==> config.mk <==
export PLATFORM = sky130hd
export DESIGN_NAME = rob_commit_ctrl_flat
export DESIGN_NICKNAME = d
export VERILOG_FILES = /design/src/rtl/rob_commit_ctrl_if.sv /design/src/rtl/rob_commit_ctrl.sv /design/src/flat_wrapper.sv
export SDC_FILE = /design/constraint.sdc
export NUM_CORES = 1
export LEC_CHECK = 0
export ABC_CLOCK_PERIOD_IN_PS = 4200
export BUFFER_PORTS_ARGS = -buffer_cell sky130_fd_sc_hd__buf_4
export CAP_MARGIN = 20
export CELL_PAD_IN_SITES_DETAIL_PLACEMENT = 1
export CELL_PAD_IN_SITES_GLOBAL_PLACEMENT = 1
export CORE_MARGIN = 10
export CORE_UTILIZATION = 40
export DETAILED_ROUTE_END_ITERATION = 6
export PLACE_DENSITY = 0.68
export SLEW_MARGIN = 20
export SYNTH_ARGS = -nofsm -noshare
export SYNTH_HDL_FRONTEND = slang
export SYNTH_SLANG_ARGS = --single-unit
==> constraint.sdc <==
create_clock -name cpu_clk_i -period 4.2 [get_ports cpu_clk_i]
set_clock_uncertainty 0.2 [all_clocks]
set_input_delay 0.42 -clock cpu_clk_i [delete_from_list [all_inputs] [get_ports cpu_clk_i]]
set_output_delay 0.42 -clock cpu_clk_i [all_outputs]
set_load 0.05 [all_outputs]
==> src/rtl/rob_commit_ctrl_if.sv <==
// Dispatch, exception, status-lookup, commit and flush signals between the
// ROB retirement controller and the rest of the core.
interface rob_commit_ctrl_if;
  logic       disp_valid_i;
  logic       disp_slot1_valid_i;
  logic       disp_ready_o;
  logic [3:0] disp_row_o;
  logic       excp_valid_i;
  logic [4:0] excp_slot_i;
  logic [4:0] rob0_status_o;
  logic       rob0_status_i;
  logic       commit0_o;
  logic [4:0] rob1_status_o;
  logic       rob1_status_i;
  logic       commit1_o;
  logic       flush_o;
  logic [4:0] flush_slot_o;

  // Core / completion-file side.
  modport master (
    output disp_valid_i, disp_slot1_valid_i, excp_valid_i, excp_slot_i,
           rob0_status_i, rob1_status_i,
    input  disp_ready_o, disp_row_o, rob0_status_o, rob1_status_o,
           commit0_o, commit1_o, flush_o, flush_slot_o
  );

  // Retirement controller side.
  modport slave (
    input  disp_valid_i, disp_slot1_valid_i, excp_valid_i, excp_slot_i,
           rob0_status_i, rob1_status_i,
    output disp_ready_o, disp_row_o, rob0_status_o, rob1_status_o,
           commit0_o, commit1_o, flush_o, flush_slot_o
  );
endinterface

==> src/rtl/rob_commit_ctrl.sv <==
// In-order retirement controller for a 16-row x 2-slot reorder buffer:
// row allocation, dual-bank commit and exception-driven pipeline flush.
module rob_commit_ctrl #(
  parameter int ROB_ROWS = 16
) (
  input logic              cpu_clk_i,
  input logic              cpu_rst_i,
  rob_commit_ctrl_if.slave bus
);

  typedef enum logic {RUN, FLUSH} state_t;

  state_t                  state;
  logic [3:0]              head;
  logic [3:0]              tail;
  logic [4:0]              count;
  logic [ROB_ROWS-1:0]     valid0;
  logic [ROB_ROWS-1:0]     valid1;
  logic [2*ROB_ROWS-1:0]   excp;
  logic                    half_done;
  logic                    flush_q;
  logic [4:0]              flush_slot_q;

  logic       active;
  logic [4:0] slot0;
  logic [4:0] slot1;
  logic       head_v0;
  logic       head_v1;
  logic       head_e0;
  logic       head_e1;
  logic       c0;
  logic       c1;
  logic       s0_done;
  logic       trig0;
  logic       trig1;
  logic       retire;
  logic       disp_ready;
  logic       disp_fire;
  logic       excp_ok;

  assign active  = (state == RUN) && (count != 5'd0);
  assign slot0   = {head, 1'b0};
  assign slot1   = {head, 1'b1};
  assign head_v0 = valid0[head];
  assign head_v1 = valid1[head];
  assign head_e0 = excp[slot0];
  assign head_e1 = excp[slot1];

  // The odd slot may only go once the even slot is retired, either earlier
  // (half_done) or in this same cycle.
  assign c0      = active && head_v0 && !half_done && bus.rob0_status_i && !head_e0;
  assign s0_done = half_done || c0;
  assign c1      = active && head_v1 && s0_done && bus.rob1_status_i && !head_e1;
  assign trig0   = active && head_v0 && !half_done && bus.rob0_status_i && head_e0;
  assign trig1   = active && head_v1 && s0_done && bus.rob1_status_i && head_e1;
  assign retire  = active && s0_done && (!head_v1 || c1);

  assign disp_ready = (count != 5'(ROB_ROWS)) && (state == RUN);
  assign disp_fire  = bus.disp_valid_i && disp_ready;
  assign excp_ok    = bus.excp_valid_i &&
                      (bus.excp_slot_i[0] ? valid1[bus.excp_slot_i[4:1]]
                                          : valid0[bus.excp_slot_i[4:1]]);

  assign bus.disp_ready_o  = disp_ready;
  assign bus.disp_row_o    = tail;
  assign bus.rob0_status_o = slot0;
  assign bus.rob1_status_o = slot1;
  assign bus.commit0_o     = c0;
  assign bus.commit1_o     = c1;
  assign bus.flush_o       = flush_q;
  assign bus.flush_slot_o  = flush_slot_q;

  // The single FLUSH cycle ends by wiping the ROB exactly like a reset.
  always_ff @(posedge cpu_clk_i) begin
    if (cpu_rst_i || state == FLUSH) begin
      state        <= RUN;
      head         <= 4'd0;
      tail         <= 4'd0;
      count        <= 5'd0;
      valid0       <= '0;
      valid1       <= '0;
      excp         <= '0;
      half_done    <= 1'b0;
      flush_q      <= 1'b0;
      flush_slot_q <= 5'd0;
    end else begin
      if (excp_ok)
        excp[bus.excp_slot_i] <= 1'b1;

      if (disp_fire) begin
        valid0[tail]        <= 1'b1;
        valid1[tail]        <= bus.disp_slot1_valid_i;
        excp[{tail, 1'b0}]  <= 1'b0;
        excp[{tail, 1'b1}]  <= 1'b0;
        tail                <= tail + 4'd1;
      end

      if (retire) begin
        valid0[head] <= 1'b0;
        valid1[head] <= 1'b0;
        head         <= head + 4'd1;
        half_done    <= 1'b0;
      end else if (c0) begin
        half_done <= 1'b1;
      end

      case ({disp_fire, retire})
        2'b10:   count <= count + 5'd1;
        2'b01:   count <= count - 5'd1;
        default: count <= count;
      endcase

      if (trig0 || trig1) begin
        state        <= FLUSH;
        flush_q      <= 1'b1;
        flush_slot_q <= trig0 ? slot0 : slot1;
      end
    end
  end

endmodule

==> src/flat_wrapper.sv <==
// flat-port wrapper written by rule: the top's interface ports become plain ports
module rob_commit_ctrl_flat 
#(
  parameter int ROB_ROWS = 16
)
  (cpu_clk_i, cpu_rst_i, bus_disp_valid_i, bus_disp_slot1_valid_i, bus_excp_valid_i, bus_excp_slot_i, bus_rob0_status_i, bus_rob1_status_i, bus_disp_ready_o, bus_disp_row_o, bus_rob0_status_o, bus_rob1_status_o, bus_commit0_o, bus_commit1_o, bus_flush_o, bus_flush_slot_o);
  rob_commit_ctrl_if bus_i ();
  input logic cpu_clk_i;
  input logic cpu_rst_i;
  input wire logic [$bits(bus_i.disp_valid_i)-1:0] bus_disp_valid_i;
  input wire logic [$bits(bus_i.disp_slot1_valid_i)-1:0] bus_disp_slot1_valid_i;
  input wire logic [$bits(bus_i.excp_valid_i)-1:0] bus_excp_valid_i;
  input wire logic [$bits(bus_i.excp_slot_i)-1:0] bus_excp_slot_i;
  input wire logic [$bits(bus_i.rob0_status_i)-1:0] bus_rob0_status_i;
  input wire logic [$bits(bus_i.rob1_status_i)-1:0] bus_rob1_status_i;
  output wire logic [$bits(bus_i.disp_ready_o)-1:0] bus_disp_ready_o;
  output wire logic [$bits(bus_i.disp_row_o)-1:0] bus_disp_row_o;
  output wire logic [$bits(bus_i.rob0_status_o)-1:0] bus_rob0_status_o;
  output wire logic [$bits(bus_i.rob1_status_o)-1:0] bus_rob1_status_o;
  output wire logic [$bits(bus_i.commit0_o)-1:0] bus_commit0_o;
  output wire logic [$bits(bus_i.commit1_o)-1:0] bus_commit1_o;
  output wire logic [$bits(bus_i.flush_o)-1:0] bus_flush_o;
  output wire logic [$bits(bus_i.flush_slot_o)-1:0] bus_flush_slot_o;
  assign bus_i.disp_valid_i = bus_disp_valid_i;
  assign bus_i.disp_slot1_valid_i = bus_disp_slot1_valid_i;
  assign bus_i.excp_valid_i = bus_excp_valid_i;
  assign bus_i.excp_slot_i = bus_excp_slot_i;
  assign bus_i.rob0_status_i = bus_rob0_status_i;
  assign bus_i.rob1_status_i = bus_rob1_status_i;
  assign bus_disp_ready_o = bus_i.disp_ready_o;
  assign bus_disp_row_o = bus_i.disp_row_o;
  assign bus_rob0_status_o = bus_i.rob0_status_o;
  assign bus_rob1_status_o = bus_i.rob1_status_o;
  assign bus_commit0_o = bus_i.commit0_o;
  assign bus_commit1_o = bus_i.commit1_o;
  assign bus_flush_o = bus_i.flush_o;
  assign bus_flush_slot_o = bus_i.flush_slot_o;
  rob_commit_ctrl #(.ROB_ROWS(ROB_ROWS)) u_core (.cpu_clk_i(cpu_clk_i), .cpu_rst_i(cpu_rst_i), .bus(bus_i));
endmodule
==> impl_metrics.toml <==
[cells_and_area]
area_growth_syn_to_layout_pct = 11.6
drive_gt1_frac = 0.183
instances_no_fill = 642
num_antenna_cells = 0
fillers = 1268
fin_nets = 521

[route]
wl_per_cell_um = 21.3
routed_wirelength_um = 13700
drt_iter0_drc = 284
drc_errors = 0
vias = 3777
ant_nets = 0
firstDrtPassIters = 4
viasPerCell = 5.88

[hold_path]
hp-class = "primary input to flop"

[sta]
fmax_mhz = 252
setup_viol = 0
tightest_slew_ps = 621
report.final.slew_viol_count = 0
slew_headroom = 0.583
rsz0062_at_grt = "no"
hold_ws_ps = 254
min_period_ps = 3960
hold_viol = 0
fin_crit_sh = 0.944

[global_routing]
grt_max_degree = 37
grt_pass1_wl_um = 21900
grt_usage = 0.173
antenna_found_initial = 0
first_global_vias = 3816
grt_remaining_overflow = 0

[clock_tree]
ctsResizeCount = 0
clkSinkCount = 84
htreeDepth = 3
clk_pin_slew_ps = 60
clockBufferDepth = 2
root_buffer = "clkbuf_16"
clk-insertion-delay-late_ps = 350
cts_tree = "built"
cts_setup_buffers = 0
cts_made_buffers = 9
cts_hold_buf = 0

[pwr]
ir_drop_uv = 294
p_leak_uw = 0.00188
powerDensity_nw_per_um2 = 348

[setup_path]
critPathLaunchType = "flop"
required_ps = 4280
cp.arrival_ps = 4040
worstPathMaxFanout = 13
path_class = "flop to flop"
end_kind = "flop"

[logic_synthesis]
synth.most_common_cell = "dfxtp_1"
syn_area_per_cell_sq_um = 9.27
syn-num-nets = 512
syn_area_sq_um = 4520
ys_ff_latch = 84
yosysUniqueCellTypes = 49
syn-instance-count = 488
ys_top_cells_by_count = "84 x dfxtp_1, 65 x nor2_1, 39 x mux2i_1"
ys_seq_area_frac = 0.372
yosysTopAreaCell = "dfxtp_1"
synth.area.top_cells = "dfxtp_1 37%, mux2i_1 8.6%, mux4_2 8.0%"
synthFlopType = "dfxtp_1"
yosysWarnings = 0
synth_edf_count = 0
yosysTopAreaCellShare = 0.372
async_flop_share = 0

[placed_design]
portBuffers = 32
dpl.cell_count = 626
hpwl_um = 10300
gp_congestion = 0.867

[floorplan]
fp.coreArea_sq_um = 10900
row_count = 38
die_x_um = 126
die_h_um = 126
ios = 35
initial_core_util = 0.414
dieArea_sq_um = 16000

[job]
drv_cap = 0

[run_status]
run_status = "finished, final reports clean"
[final timing paths]
check / start / endpoint / slack, ps / cells after the start
max: u_core.head[1] / u_core.count[4] / 240 / 15
min: bus_excp_slot_i[2] / u_core.excp[6] / 250 / 3
max reg2reg: u_core.head[1] / u_core.count[4] / 240 / 15
min reg2reg: u_core.excp[18] / u_core.excp[18] / 270 / 1
[area by class of cell]
| cell class | instances | area, sq um | share of cell area |
|---|---|---|---|
| sequential | 84 | 1680 | 0.333 |
| inverter | 9 | 33.8 | 0.00669 |
| tap | 140 | 175 | 0.0347 |
| clock buffer | 11 | 243 | 0.0481 |
| multi-input combinational | 350 | 2560 | 0.508 |
| timing repair buffer | 43 | 323 | 0.0640 |
| clock inverter | 5 | 27.5 | 0.00545 |
[registers in the layout (all words and copies together), names as in the netlist]
name                     count
u_core.bus.disp_row_o        4
u_core.bus.flush_slot_o      5
u_core.excp                 32
u_core.head                  4
u_core.state                 1
u_core.count                 5
u_core.valid1               16
u_core.valid0               16
u_core.half_done             1
[critical path: stages (launching register included)]
cell	delay, ps
dfxtp_1	580
buf_4	320
mux4_2	530
nand2_1	90
and4_1	200
o21ai_1	80
o21ba_1	350
ha_1	220
xor2_1	170
ha_1	220
o21ai_0	90
a21oi_1	160
a21oi_1	90
xor2_1	150
or3_1	310
a21oi_1	130
[cells by family (layout without fill, tap and decap cells)]
| kind of cell | Yosys count | count (layout) | synth area share |
|---|---|---|---|
| compound gates | 122 | 122 | 0.192 |
| xor+xnor | 8 | 8 | 0.0155 |
| fa+ha+maj | 12 | 12 | 0.0332 |
| buf+inv | 54 | 68 | 0.0631 |
| flops | 84 | 84 | 0.372 |
| mux | 55 | 55 | 0.166 |
| other cells | 2 | 2 | 0.00166 |
| simple gates | 151 | 151 | 0.157 |
[cells in the final DEF (no fill, tap or decap), drive strengths merged, types with 3 or more instances in the layout]
master and count:
a211oi 8, a21oi 20, a22oi 6, a311oi 12, a31oi 15, and2 7
and3 3, buf 43, clkbuf 11, clkinv 4, dfxtp 84, ha 12
inv 9, mux2i 39, mux4 16, nand2 31, nand2b 5, nand3 5
nand3b 4, nor2 66, nor2b 9, nor3 7, o21a 25, o21ai 21
o21ba 3, o22ai 5, or3 4, xor2 6
[per-layer routing]
| layer | wire length, um | vias to the layer above | GRT usage |
|---|---|---|---|
| met1 | 6510 | 1911 | 0.233 |
| met5 | 0 | - | 0 |
| met3 | 626 | 14 | 0.0404 |
| met2 | 6370 | 83 | 0.267 |
| li1 | - | 1769 | - |
| met4 | 191 | 0 | 0.0529 |
[power breakdown]
group	switching [uW]	internal, uW	leakage, uW	total (uW)
Sequential	20.3	809	0.000678	829
Combinational	124	64.0	0.00106	188
Clock	329	413	0.000135	741
[stage by stage]
stage          instance area, sq um  utilization  power, uW  TNS, ps  worst slack, ps
2_1_floorplan                  4530            -        977    -65.1            -65.1
3_3_place_gp                   4780        0.437       1030        0              395
3_5_place_dp                   4780        0.437       1030        0              243
4_1_cts                        5050        0.461       1770        0              220
5_1_grt                        5050        0.461       1830        0             16.1
6_report                       5050        0.461       1760        0              236
(Power assumes the default switching activity.)
